<file path="src/rtl/isr_entry_unit_pkg.sv">
// Shared constants and types for the ISR entry unit: SPR addresses,
// cause/level widths, FSM state encoding and the repeat-type cause mask.
package isr_entry_unit_pkg;

  localparam int CAUSE_W = 23;
  localparam int IL_W    = 5;

  typedef logic [2:0] spr_addr_t;

  localparam spr_addr_t SPR_SR    = 3'd0;
  localparam spr_addr_t SPR_ESR   = 3'd1;
  localparam spr_addr_t SPR_ECA   = 3'd2;
  localparam spr_addr_t SPR_EPC   = 3'd3;
  localparam spr_addr_t SPR_EDATA = 3'd4;
  localparam spr_addr_t SPR_EMODE = 3'd5;

  // FSM state encoding
  localparam logic [0:0] ST_RUN   = 1'b0;
  localparam logic [0:0] ST_FLUSH = 1'b1;

  // Cause indices whose handler must re-execute the faulting instruction.
  // Numbering matches the interrupt controller's priority order.
  localparam logic [CAUSE_W-1:0] DEFAULT_REPEAT_MASK = 23'h1F_0000;

  // Which single event the commit stage performs this cycle
  typedef enum logic [1:0] {
    EV_NONE   = 2'd0,
    EV_JISR   = 2'd1,
    EV_ERET   = 2'd2,
    EV_MOVG2S = 2'd3
  } event_t;

  // Levels beyond the cause vector are treated as continue-type.
  function automatic logic is_repeat(input logic [CAUSE_W-1:0] mask,
                                     input logic [IL_W-1:0]    il);
    if (il < IL_W'(CAUSE_W)) return mask[il];
    return 1'b0;
  endfunction

endpackage

</file>
<file path="src/rtl/isr_entry_unit_flush_timer.sv">
// Load/decrement counter that times the pipeline flush after a redirect.
// done is high while the count sits at 1, i.e. during the last flush cycle.
module isr_entry_unit_flush_timer #(
  parameter int W = 4
) (
  input  logic         clk,
  input  logic         rst,
  input  logic         load,
  input  logic [W-1:0] load_val,
  input  logic         dec,
  output logic         done
);

  logic [W-1:0] count;

  // Load takes priority; decrement saturates at zero
  always_ff @(posedge clk or posedge rst) begin
    if (rst) begin
      count <= '0;
    end else if (load) begin
      count <= load_val;
    end else if (dec && (count != '0)) begin
      count <= count - 1'b1;
    end
  end

  assign done = (count == W'(1));

endmodule

</file>
<file path="src/rtl/isr_entry_unit.sv">
// ISR entry unit: owns SR/ESR/ECA/EPC/EDATA/MODE/EMODE, saves state and
// redirects fetch to the ISR on a committed interrupt, restores on eret,
// and holds a FLUSH state for FLUSH_CYCLES cycles after every redirect.
//
// Commit handshake: the pipeline presents an instruction with ue = 1 in the
// cycle it commits; this unit accepts it in RUN only. While flushing = 1 the
// pipeline must keep ue = 0, and anything presented then is ignored.
module isr_entry_unit
  import isr_entry_unit_pkg::*;
#(
  parameter logic [31:0]         SISR         = 32'h0000_0000,
  parameter logic [CAUSE_W-1:0]  REPEAT_MASK  = DEFAULT_REPEAT_MASK,
  parameter int                  FLUSH_CYCLES = 2
) (
  input  logic               clk,
  input  logic               rst,
  input  logic               ue,
  input  logic               jisr,
  input  logic [IL_W-1:0]    il,
  input  logic [CAUSE_W-1:0] ca,
  input  logic [31:0]        pc_cur,
  input  logic [31:0]        pc_next,
  input  logic [31:0]        ea,
  input  logic               eret,
  input  logic               movg2s,
  input  logic [2:0]         sa,
  input  logic [31:0]        gpr_din,
  output logic [31:0]        spr_dout,
  output logic [31:0]        sr,
  output logic               mode,
  output logic               redirect,
  output logic [31:0]        redirect_pc,
  output logic               flushing,
  output logic [0:0]         dbg_state
);

  logic [0:0]         state;
  event_t             ev;
  logic               start_flush;
  logic               flush_done;

  logic [31:0]        sr_q;
  logic [31:0]        esr_q;
  logic [CAUSE_W-1:0] eca_q;
  logic [31:0]        epc_q;
  logic [31:0]        edata_q;
  logic               mode_q;
  logic               emode_q;

  // Pick the one event that acts this cycle: jisr > eret > movg2s, RUN only
  always_comb begin
    ev = EV_NONE;
    if ((state == ST_RUN) && ue) begin
      if (jisr)        ev = EV_JISR;
      else if (eret)   ev = EV_ERET;
      else if (movg2s) ev = EV_MOVG2S;
    end
  end

  assign start_flush = (ev == EV_JISR) || (ev == EV_ERET);

  isr_entry_unit_flush_timer #(
    .W(4)
  ) u_flush_timer (
    .clk      (clk),
    .rst      (rst),
    .load     (start_flush),
    .load_val (4'(FLUSH_CYCLES)),
    .dec      (state == ST_FLUSH),
    .done     (flush_done)
  );

  // RUN/FLUSH state: enter FLUSH on any redirect, leave when the timer expires
  always_ff @(posedge clk or posedge rst) begin
    if (rst) begin
      state <= ST_RUN;
    end else begin
      case (state)
        ST_RUN:   if (start_flush) state <= ST_FLUSH;
        ST_FLUSH: if (flush_done)  state <= ST_RUN;
        default:  state <= ST_RUN;
      endcase
    end
  end

  // Registered one-cycle redirect pulse and its target
  always_ff @(posedge clk or posedge rst) begin
    if (rst) begin
      redirect    <= 1'b0;
      redirect_pc <= 32'h0;
    end else begin
      redirect <= start_flush;
      if (ev == EV_JISR)      redirect_pc <= SISR;
      else if (ev == EV_ERET) redirect_pc <= epc_q;
    end
  end

  // SPR file: interrupt save, eret restore, or software write
  always_ff @(posedge clk or posedge rst) begin
    if (rst) begin
      sr_q    <= 32'h0;
      esr_q   <= 32'h0;
      eca_q   <= '0;
      epc_q   <= 32'h0;
      edata_q <= 32'h0;
      mode_q  <= 1'b0;
      emode_q <= 1'b0;
    end else begin
      case (ev)
        EV_JISR: begin
          esr_q   <= sr_q;
          sr_q    <= 32'h0;
          eca_q   <= ca;
          edata_q <= ea;
          epc_q   <= is_repeat(REPEAT_MASK, il) ? pc_cur : pc_next;
          emode_q <= mode_q;
          mode_q  <= 1'b0;
        end
        EV_ERET: begin
          sr_q   <= esr_q;
          mode_q <= emode_q;
        end
        EV_MOVG2S: begin
          case (sa)
            SPR_SR:    sr_q    <= gpr_din;
            SPR_ESR:   esr_q   <= gpr_din;
            SPR_ECA:   eca_q   <= gpr_din[CAUSE_W-1:0];
            SPR_EPC:   epc_q   <= gpr_din;
            SPR_EDATA: edata_q <= gpr_din;
            SPR_EMODE: emode_q <= gpr_din[0];
            default:   ;
          endcase
        end
        default: ;
      endcase
    end
  end

  // Combinational SPR read, no write bypass; reserved addresses read zero
  always_comb begin
    spr_dout = 32'h0;
    case (sa)
      SPR_SR:    spr_dout = sr_q;
      SPR_ESR:   spr_dout = esr_q;
      SPR_ECA:   spr_dout = {{(32-CAUSE_W){1'b0}}, eca_q};
      SPR_EPC:   spr_dout = epc_q;
      SPR_EDATA: spr_dout = edata_q;
      SPR_EMODE: spr_dout = {31'h0, emode_q};
      default:   spr_dout = 32'h0;
    endcase
  end

  assign sr        = sr_q;
  assign mode      = mode_q;
  assign flushing  = (state == ST_FLUSH);
  assign dbg_state = state;

endmodule

</file>
<file path="config.mk">
export PLATFORM = sky130hd
export DESIGN_NAME = isr_entry_unit
export DESIGN_NICKNAME = d
export VERILOG_FILES = /design/src/rtl/isr_entry_unit_pkg.sv /design/src/rtl/isr_entry_unit_flush_timer.sv /design/src/rtl/isr_entry_unit.sv
export SDC_FILE = /design/constraint.sdc
export NUM_CORES = 1
export LEC_CHECK = 0
export ABC_CLOCK_PERIOD_IN_PS = 6400
export CAP_MARGIN = 10
export CORE_UTILIZATION = 45
export CTS_CLUSTER_DIAMETER = 60
export DETAILED_ROUTE_END_ITERATION = 10
export GPL_TIMING_DRIVEN = 1
export PLACE_DENSITY_LB_ADDON = 0.2
export SYNTH_ARGS = -nofsm -noshare
export SYNTH_HDL_FRONTEND = slang
export SYNTH_SLANG_ARGS = --single-unit
</file>
<file path="constraint.sdc">
create_clock -name clk -period 6.4 [get_ports clk]
set_input_delay 1.6 -clock clk [delete_from_list [all_inputs] [get_ports clk]]
set_output_delay 1.6 -clock clk [all_outputs]
set_load 0.1 [all_outputs]
</file>
* After elaboration in Yosys (flattened, before gate mapping) *
Memory sizes are Yosys's and may differ from the RTL's.
Index checks and enable logic that the tools add are counted.

storage, ports and cells
  register bits after elaboration = 191
  latch bits = 0
  bits in writable memories = 0
  ROM bits = 32
  input bits = 165
  output and inout port bits = 100
  logic and storage cells = 78
  memories = 1

operators by class
  add/subtract/negate cells = 1
  multiply operators = 0
  divide/modulo/power cells = 0
  magnitude comparators = 2
  equal/unequal tests = 15
  shifts and indexed selects = 0
  muxes and demuxes = 32
  bitwise operators = 1
  reductions and logical operators = 15

memory list
  memory            words  width  rd ports  clocked after Yosys merged registers in  wr ports  line                      source
  (name not given)  32     1      1         0                                        0         isr_entry_unit_pkg.sv:36  if (il < IL_W'(CAUSE_W)) return mask[il];

operator list
  operator               count
  $mux W32               7
  $pmux W32 S2           3
  $pmux W32 S6           1
  $pmux W32 S3           1
  $pmux W23 S2           1
  $mux W23               1
  $ne A2 B2 Y1 const B   6
  $reduce_and A2 Y1      6
  $mux W1                9
  $mux W2                4
  $mux W4                2
  $eq A3 B2 Y1 const B   2
  $eq A3 B3 Y1 const B   2
  $lt A5 B6 Y1 const B   1
  $pmux W1 S2            3
  $reduce_bool A2 Y1     3
  $lt A5 B5 Y1 const B   1
  $eq A2 B2 Y1 const B   2
  $eq A4 B1 Y1 const B   1
  $reduce_bool A4 Y1     1
  $sub A4 B1 Y4 const B  1
  $eq A3 B1 Y1 const B   1
  $logic_not A3 Y1       1
  $reduce_bool A3 Y1     1
  4 further kinds        5

* Depth between registers and ports, before layout *
Gate-level depths: netlist (run 1).

  depth in word-level cells = 10
  gate-level depth with buffers = 11
  depth with buffers taken out = 8

* Hierarchy *
From an unflattened synthesis (run 1), not the netlist that was laid out.

unflattened totals
  cell total of the unflattened synthesis = 1106
  area, all modules = 10053.4 um^2

modules (own cells, without submodules)
  module                      instances  cells an instance  area each (um^2)  sequential area each (um^2)
  isr_entry_unit              1          1076               9766.9            4679.5
  isr_entry_unit_flush_timer  1          30                 286.5             100.1

* Least setup slack after synthesis (run 1) *
No wires, ideal clock.

  path type = input-to-output
  from = input sa[0]
  to = output spr_dout[24]
  arrival time = 4368 ps
  data required time = 4800 ps
  setup slack = 432 ps
  stages on the path = 5
  buffers on the path = 2
  cells stage by stage = buf_4 nor2_1 buf_2 a21oi_1 o21ai_0

between the ends
  word-level cells in the longest chain between the ends = 2

ends and longest elaborated chain
  element                                     line                   source
  from (decl)                                 isr_entry_unit.sv:26   input logic [2:0] sa,
  $eq A3 B3 Y1, or another cell as far along  isr_entry_unit.sv:142  case (sa)
  $pmux W32 S6 (*)                            isr_entry_unit.sv:142
  to (decl)                                   isr_entry_unit.sv:28   output logic [31:0] spr_dout,

Mark *: on every way between the ends. The rest lies on a longest branch, timed or not.

* Worst setup path in the final report (run 1) *
  from = input sa[0]
  to = output spr_dout[1]

Same word-level chain as after synthesis.

==> results of run 1 <==
## Yosys cell counts, types with 2 or more instances
cell and count:
o21ai_0 98, nor2_1 96, o22ai_1 51, clkbuf_1 32, ha_1 7, a31oi_4 2, buf_1 2, o21ai_1 34
dfrtp_1 191, mux2_2 8, o211ai_1 2, buf_4 22, a31oi_1 65, mux2i_1 126, nor3_1 2, a21oi_1 24
buf_2 27, nor2b_1 36, inv_1 6, xor2_1 2, a22oi_1 14, nand2_1 231, buf_6 6, nand3_1 3
## power groups by stage
| stage | combinational (mW) | sequential [mW] | clock [mW] |
|---|---|---|---|
| floorplan | 1.51 | 3.60 | 0 |
| global placement | 3.92 | 2.23 | 0 |
| detailed placement | 3.98 | 2.24 | 0 |
| CTS | 3.98 | 2.22 | 1.03 |
| global route | 4.20 | 2.30 | 1.08 |
| finish | 3.97 | 2.23 | 1.02 |
## flip-flops by register name, indices dropped and copies added, names as in the netlist
| name | flops |
|---|---|
| redirect | 1 |
| sr | 32 |
| edata_q | 32 |
| dbg_state | 1 |
| emode_q | 1 |
| mode | 1 |
| redirect_pc | 32 |
| u_flush_timer.count | 4 |
| eca_q | 23 |
| esr_q | 32 |
| epc_q | 32 |
## final cells by class
cell class | instances | area (um2) | share of cell area [%]
Clock inverter | 11 | 108 | 0.800
Clock buffer | 19 | 443 | 3.29
Sequential cell | 191 | 4780 | 35.5
Tap cell | 280 | 350 | 2.61
Multi-Input combinational cell | 819 | 4840 | 36.0
Inverter | 8 | 33.8 | 0.251
Timing Repair Buffer | 282 | 2900 | 21.5
## worst paths after layout
check	slack (ps)	depth (start not counted)	startpoint	endpoint
min in group asynchronous	1600	2	rst	sr[23]
max	1240	6	sa[0]	spr_dout[1]
max reg2reg	2890	9	dbg_state	eca_q[5]
min	480	2	edata_q[9]	edata_q[9]
min reg2reg	480	2	edata_q[9]	edata_q[9]
max in group asynchronous	3570	3	rst	esr_q[3]
## cells by family after synthesis
group,count (synthesis)
and+or+nand+nor,376
AOI/OAI and AO/OA,298
DFF,191
muxes,135
buffers and inverters,98
adders and majority gates,7
xor gates and xnor gates,3
## per-layer routing
layer  global-route usage [%]  up-vias  part of all wire [%]
met5                        0        -                     0
met4                     11.1        0                   2.8
met3                     5.45       57                   6.9
met2                     43.8      340                    46
met1                     37.4     4299                    44
li1                         -     4294                     -
## per-stage QoR
| stage | util (%) | hold WS, ps |
|---|---|---|
| after global routing | 61.4 | 499 |
| final | 61.4 | 481 |
| after global placement | 58.9 | 458 |
| after CTS | 61.4 | 485 |
| after floorplan | - | 444 |
| after detailed placement | 58.9 | 470 |
## worst max-delay path: cells and delay by family
family	cells	cell delay (ps)
buf+inv	3	970
simple gates	1	450
compound gates	2	520
## cell usage in the layout (no fill, tap or decap), types with 2 or more instances in the layout
master             n
buf_4             33
a31oi_4            3
a22oi_1           14
nor3_1             2
o21ai_1           34
nor2b_2            2
nand2_1          231
a21oi_1           24
mux2i_1          126
nor2_1            96
o22ai_1           51
inv_1              5
o211ai_1           2
o21ai_0           98
inv_6              3
clkinvlp_4         6
nor2b_1           35
dfrtp_1          191
ha_1               3
clkdlybuf4s50_1  229
clkbuf_16         17
inv_2              2
a31oi_1           65
buf_12            17
nand3_1            3
mux2_2             8
buf_2              3
ha_2               3
xor2_1             2
==> impl_metrics.env, run 1 <==
export IMPL_drive_gt1_share_pct=8.20
export IMPL_clk_pin_slew_ps=70
export IMPL_combPwrFrac_pct=55.0
export IMPL_grt_pass1_vias=8790
export IMPL_synth_area_mux_share_pct=13.6
export IMPL_avgSynthCellArea_um2=9.11
export IMPL_slew_headroom_pct=22.4
export IMPL_die_w_um=152
export IMPL_min_path_type="register to register"
export IMPL_synth_area_um2=10100
export IMPL_synthTopCellsByArea="dfrtp_1, mux2i_1, nand2_1"
export IMPL_timing_critical_path_slowest_cell_delay_ps=500
export IMPL_finalMaxSlewViolations=0
export IMPL_vias=8990
export IMPL_syn_nets=1280
export IMPL_wl_per_cell_um=19.4
export IMPL_cts_made_buffers=17
export IMPL_swShare_pct=52.7
export IMPL_grt_pass1_wl_um=47900
export IMPL_dp_cells=1580
export IMPL_wl_um=31300
export IMPL_pwr_share_clk_pct=14.1
export IMPL_die_area_um2=23000
export IMPL_synthFlopType="dfrtp_1"
export IMPL_grt_max_degree=69
export IMPL_critPathSlowestCell="buf_2"
export IMPL_core_um2=21900
export IMPL_tns_ps=0
export IMPL_synth_adder_area_share_pct=0.868
export IMPL_end_kind="output pin"
export IMPL_place_congestion=0.844
export IMPL_async_flop_share_pct=100
export IMPL_worstPathRequired_ps=4800
export IMPL_io_pins=265
export IMPL_fill_cells=1933
export IMPL_holdBufCountCts=0
export IMPL_post_route_period_util_pct=80.6
export IMPL_tightest_slew_ps=1160
export IMPL_synth_compound_area_share_pct=17.2
export IMPL_synth_top_area_cell="dfrtp_1"
export IMPL_drc=0
export IMPL_path_cells="buf_2 -> inv_1 -> nor2_1 -> a22oi_1 -> o22ai_1 -> buf_12"
export IMPL_areaGrowthSynthToFinish_pct=33.2
export IMPL_ctsLongestPathBuffers=2
export IMPL_synthSimpleGateAreaFrac_pct=15.4
export IMPL_crit_path_max_fanout=27
export IMPL_grt_ovfl_total=0
export IMPL_max_freq_mhz=194
export IMPL_worst_slack_ps=1240
export IMPL_h_tree_depth=4
export IMPL_vias_per_cell=5.58
export IMPL_antenna_found_initial=0
export IMPL_firstDrtPassIters=5
export IMPL_ys_seq_area_share_pct=47.4
export IMPL_peakVddDrop_uv=305
export IMPL_crit_type="primary input to output pin"
export IMPL_cts_tree="built"
export IMPL_p_switching_mw=3.80
export IMPL_final_area_um2=13400
export IMPL_worstPathArrival_ps=3560
export IMPL_clk_latency_ps=430
export IMPL_cts_root_buf="clkbuf_16"
export IMPL_post_cts_resized=0
export IMPL_p_per_area_nw_per_um2=537
export IMPL_diodes=0
export IMPL_start_util_pct=46.1
export IMPL_drv_cap=0
export IMPL_ys_warnings_count=0
export IMPL_synth_top_family_by_area="compound AO/OA/AOI/OAI gates"
export IMPL_synth_top_area_share_pct=47.4
export IMPL_start_kind="primary input"
export IMPL_layout_min_cycle_time_ps=5160
export IMPL_place_area_um2=12900
export IMPL_rows=54
export IMPL_syn_inst=1108
export IMPL_nNetsFinal=1491
export IMPL_drt_iter0_markers=517
export IMPL_intPower_mw=3.41
export IMPL_ys_ff_latch=191
export IMPL_die_height_um=152
export IMPL_io_buffer_count=264
export IMPL_cts_setup_buffers=0
export IMPL_ys_types=45
export IMPL_p_leak_nw=5.43
export IMPL_grt_util_all_layers_pct=27.7
export IMPL_hold_viol=0
export IMPL_status="complete, no violations"
export IMPL_cts_sinks=191
export IMPL_p_total_mw=7.22
export IMPL_grt_setup_unrepaired="no"
export IMPL_dp_hpwl_um=21200
export IMPL_ant_nets=0
export IMPL_pre_cts_slack_ps=1280
export IMPL_fin_cells=1610
export IMPL_clock_skew_ps=6.36
export IMPL_power_frac_seq_pct=30.9
export IMPL_synth_xor_area_share_pct=0.260
export IMPL_setup_violations=0
export IMPL_synth_edff_count=0
Power figures use the tool's default switching activity.
==> inputs of run 2 (changes only) <==
ABC_CLOCK_PERIOD_IN_PS = 5400   (was 6400)
CORE_UTILIZATION = 49   (was 45)
clock period = 5.4 ns   (was 6.4 ns; I/O delays follow)
==> run 2 against run 1 <==
Effect of this change:
- core utilization rose by 6.3 points
- non-clock buffer count rose by 8
- via count grew 1.8%
- power rose by 21%
- combinational power is 21% higher
- count of clock-buffer cells in the layout decreased by 1
- final cell count barely moved
- flip-flop and latch count unchanged
- sequential power is 21% higher
- largest cell class unchanged
==> impl_metrics.env, run 2 (same netlist as run 1, synthesis figures left out) <==
export IMPL_cts_root_buf="clkbuf_16"
export IMPL_tns_ps=0
export IMPL_drt_iter0_markers=630
export IMPL_start_kind="primary input"
export IMPL_timing_critical_path_slowest_cell_delay_ps=720
export IMPL_cts_made_buffers=17
export IMPL_final_util_pct=67.7
export IMPL_whs_ps=481
export IMPL_core_um2=20200
export IMPL_post_route_period_util_pct=87.8
export IMPL_min_path_type="register to register"
export IMPL_rows=52
export IMPL_crit_type="primary input to output pin"
export IMPL_dp_hpwl_um=22100
export IMPL_min_from="eca_q[21]"
export IMPL_post_cts_resized=0
export IMPL_fill_cells=1631
export IMPL_critPathSlowestCell="nor2b_2"
export IMPL_grt_util_all_layers_pct=30.4
export IMPL_drv_cap=0
export IMPL_r2r_start="dbg_state"
export IMPL_end_kind="output pin"
export IMPL_rrSetupSlack_ps=2440
export IMPL_nNetsFinal=1499
export IMPL_io_pins=265
export IMPL_peakVddDrop_uv=367
export IMPL_worstPathArrival_ps=3390
export IMPL_firstDrtPassIters=5
export IMPL_die_w_um=146
export IMPL_setup_violations=0
export IMPL_p_leak_nw=5.54
export IMPL_io_buffer_count=264
export IMPL_drive_gt1_share_pct=8.73
export IMPL_drc=0
export IMPL_grt_max_degree=192
export IMPL_hold_depth=2
export IMPL_pre_cts_slack_ps=710
export IMPL_cts_sinks=191
export IMPL_crit_family="buffers and inverters"
export IMPL_p_total_mw=8.71
export IMPL_vias_per_cell=5.68
export IMPL_ctsLongestPathBuffers=2
export IMPL_final_common_cell="nand2_1"
export IMPL_tightest_slew_ps=1160
export IMPL_grtUsageMet3_pct=5.58
export IMPL_holdBufCountCts=0
export IMPL_cts_setup_buffers=0
export IMPL_start_util_pct=49.9
export IMPL_final_cell_mix="nand2_1, clkdlybuf4s50_1, dfrtp_1"
export IMPL_clk_latency_ps=440
export IMPL_grt_ovfl_total=0
export IMPL_wl_um=31200
export IMPL_reg2reg_to="epc_q[28]"
export IMPL_ant_nets=0
export IMPL_grt_pass1_vias=8908
export IMPL_p_per_area_nw_per_um2=636
export IMPL_areaGrowthSynthToFinish_pct=35.8
export IMPL_whs_endpoint="eca_q[21]"
export IMPL_h_tree_depth=4
export IMPL_grt_pass1_wl_um=49500
export IMPL_slew_headroom_pct=22.3
export IMPL_wl_per_cell_um=19.4
export IMPL_register_area_um2=4780
export IMPL_die_area_um2=21200
export IMPL_place_congestion=0.889
export IMPL_layout_min_cycle_time_ps=4740
export IMPL_cp_depth=6
export IMPL_vias=9152
export IMPL_worst_slack_ps=660
export IMPL_r2r_cells=7
export IMPL_finalMaxSlewViolations=0
export IMPL_path_buf_inv=3
export IMPL_status="complete, no violations"
export IMPL_worstPathRequired_ps=4050
export IMPL_use_met2_pct=44.7
export IMPL_grt_setup_unrepaired="no"
export IMPL_die_height_um=146
export IMPL_clock_skew_ps=11.6
export IMPL_busiest_layer="met2"
export IMPL_hold_viol=0
export IMPL_cts_tree="built"
export IMPL_antenna_found_initial=3
export IMPL_grtUsageMet1_pct=44.5
export IMPL_path_cells="buf_2 -> nor2b_2 -> buf_4 -> a21oi_1 -> o22ai_1 -> buf_12"
export IMPL_max_freq_mhz=211
export IMPL_multi_input_area_um2=4830
export IMPL_crit_path_max_fanout=23
export IMPL_clk_pin_slew_ps=70
run 2: metal layers:
metal / vias to the layer above / part of all wire (%)
met5: - / 0.058
met1: 4373 / 46
met4: 4 / 3.0
met3: 60 / 6.8
met2: 401 / 45
li1: 4314 / -
run 2: area by class of cell:
type	instances	area share [%]
sequential	191	34.9
multi-input combinational	819	35.2
timing repair buffer	290	23.1
inverter	8	0.247
clock inverter	14	0.913
tap	270	2.47
clock buffer	18	3.13
antenna	1	0.0183
run 2: how the worst max path moves through the flow:
| stage | startpoint | to | slack, ps |
|---|---|---|---|
| floorplan | sa[0] | spr_dout[12] | 20 |
| global placement | sa[1] | spr_dout[10] | 770 |
| detailed placement | sa[1] | spr_dout[7] | 710 |
| CTS | sa[1] | spr_dout[14] | 710 |
| global route | sa[1] | spr_dout[10] | 600 |
| finish | sa[1] | spr_dout[7] | 660 |
run 2: power breakdown:
group | switching (mW) | total, mW | internal [mW]
logic | 3.42 | 4.81 | 1.39
clock network | 0.592 | 1.20 | 0.607
registers | 0.592 | 2.70 | 2.11
run 2: worst min-delay path, delay by kind of cell, from the launching register on:
family           cells  cell delay, ps
AO/OA/AOI/OAI        1              60
flip-flops           1             340
AND/OR/NAND/NOR      1              50
run 2: stage by stage:
stage          std cells  instance area [um2]
6_report            1611                13700
5_1_grt             1611                13700
4_1_cts             1610                13700
3_5_place_dp        1578                13100
3_3_place_gp        1578                13100
2_1_floorplan       1108                10100
==> inputs of run 3 (changes only) <==
CORE_ASPECT_RATIO = 1.4   (was default)
==> run 3 against run 2 <==
Effect of this change:
- clock skew grew 1.4 ps
- global-route usage is essentially flat
- power is essentially flat
- maximum frequency grew 2.1%
- register-to-register slack lost 500 ps
- sequential power shrank 2%
- first-iteration DRC count grew 18%
- final cell count shrank 1.6%
- clock power grew 3%
- critical endpoint is now spr_dout[3]
- largest cell class unchanged
==> impl_metrics.env, run 3 (same netlist as run 1, synthesis figures left out) <==
export IMPL_end_kind="output pin"
export IMPL_cts_tree="built"
export IMPL_max_freq_mhz=215
export IMPL_antenna_found_initial=0
export IMPL_core_um2=20000
export IMPL_place_area_um2=13100
export IMPL_worstPathRequired_ps=4050
export IMPL_ctsLongestPathBuffers=2
export IMPL_vias=9036
export IMPL_clk_pin_slew_ps=70
export IMPL_final_area_um2=13700
export IMPL_start_kind="primary input"
export IMPL_peakVddDrop_uv=427
export IMPL_grt_ovfl_total=0
export IMPL_final_cell_mix="nand2_1, clkdlybuf4s50_1, dfrtp_1"
export IMPL_firstDrtPassIters=7
export IMPL_cts_sinks=191
export IMPL_start_util_pct=50.5
export IMPL_grt_pass1_wl_um=48200
export IMPL_crit_type="primary input to output pin"
export IMPL_crit_path_max_fanout=17
export IMPL_fin_cells=1586
export IMPL_final_common_cell="nand2_1"
export IMPL_io_pins=265
export IMPL_wl_um=31500
export IMPL_die_height_um=172
export IMPL_post_route_period_util_pct=86.0
export IMPL_dp_hpwl_um=21500
export IMPL_crit_start="sa[1]"
export IMPL_slew_headroom_pct=22.5
export IMPL_drv_cap=0
export IMPL_setup_violations=0
export IMPL_post_cts_resized=0
export IMPL_hold_viol=0
export IMPL_final_util_pct=68.3
export IMPL_rows=61
export IMPL_tightest_slew_ps=1160
export IMPL_wl_per_cell_um=19.8
export IMPL_clock_skew_ps=12.9
export IMPL_min_path_type="register to register"
export IMPL_grt_max_degree=137
export IMPL_tns_ps=0
export IMPL_worstPathArrival_ps=3290
export IMPL_ant_nets=0
export IMPL_grt_setup_unrepaired="no"
export IMPL_finalMaxSlewViolations=0
export IMPL_dp_cells=1554
export IMPL_diodes=0
export IMPL_nNetsFinal=1493
export IMPL_drt_iter0_markers=743
export IMPL_areaGrowthSynthToFinish_pct=35.4
export IMPL_grt_pass1_vias=8938
export IMPL_min_from="edata_q[2]"
export IMPL_status="complete, no violations"
export IMPL_cts_root_buf="clkbuf_16"
export IMPL_cts_made_buffers=17
export IMPL_p_per_area_nw_per_um2=637
export IMPL_cts_setup_buffers=0
export IMPL_layout_min_cycle_time_ps=4640
export IMPL_grt_util_all_layers_pct=30.3
export IMPL_clk_latency_ps=430
export IMPL_die_area_um2=21200
export IMPL_drive_gt1_share_pct=8.62
export IMPL_r2r_start="dbg_state"
export IMPL_drc=0
export IMPL_place_congestion=0.845
export IMPL_h_tree_depth=4
export IMPL_die_w_um=123
export IMPL_io_buffer_count=264
export IMPL_p_leak_nw=5.52
export IMPL_holdBufCountCts=0
export IMPL_vias_per_cell=5.70
-- run 3: where the power goes --
part / total (mW) / internal [mW] / switching [mW]
Sequential: 2.65 / 2.11 / 0.535
Combinational: 4.82 / 1.38 / 3.44
Clock: 1.24 / 0.634 / 0.604
-- run 3: path summary, 6_finish.rpt --
| kind | depth (start not counted) | slack [ps] | endpoint |
|---|---|---|---|
| max in group asynchronous | 3 | 3350 | sr[8] |
| hold reg to reg | 2 | 480 | edata_q[2] |
| hold / removal | 2 | 480 | edata_q[2] |
| min in group asynchronous | 3 | 1460 | redirect_pc[22] |
| setup reg to reg | 9 | 1940 | epc_q[9] |
| setup / recovery | 6 | 760 | spr_dout[3] |
-- run 3: area by class of cell --
class,count,area [um2]
Sequential cell,191,4780
Inverter,8,33.8
Clock buffer,19,453
Fill cell,1609,6330
Timing Repair Buffer,284,3120
Clock inverter,13,123
Tap cell,252,315
Multi-Input combinational cell,819,4840
-- run 3: metal layers --
metal,up-vias,global-route usage [%],share of wire [%]
li1,4284,-,-
met1,4329,38.9,41
met2,370,51.8,50
met3,53,4.31,5.6
met4,0,11.0,2.7
met5,-,0,0
-- run 3: critical path, cell delays in order --
cell	delay, ps
buf_2	390
nor2b_2	660
buf_4	290
a21oi_1	80
o22ai_1	280
buf_12	230
-- run 3: per-stage QoR --
| stage | worst slack [ps] | hold WS [ps] | power [mW] |
|---|---|---|---|
| floorplan | 17.3 | 444 | 6.06 |
| global placement | 804 | 457 | 7.40 |
| detailed placement | 774 | 471 | 7.48 |
| CTS | 793 | 486 | 8.71 |
| global route | 726 | 508 | 9.10 |
| finish | 758 | 484 | 8.71 |
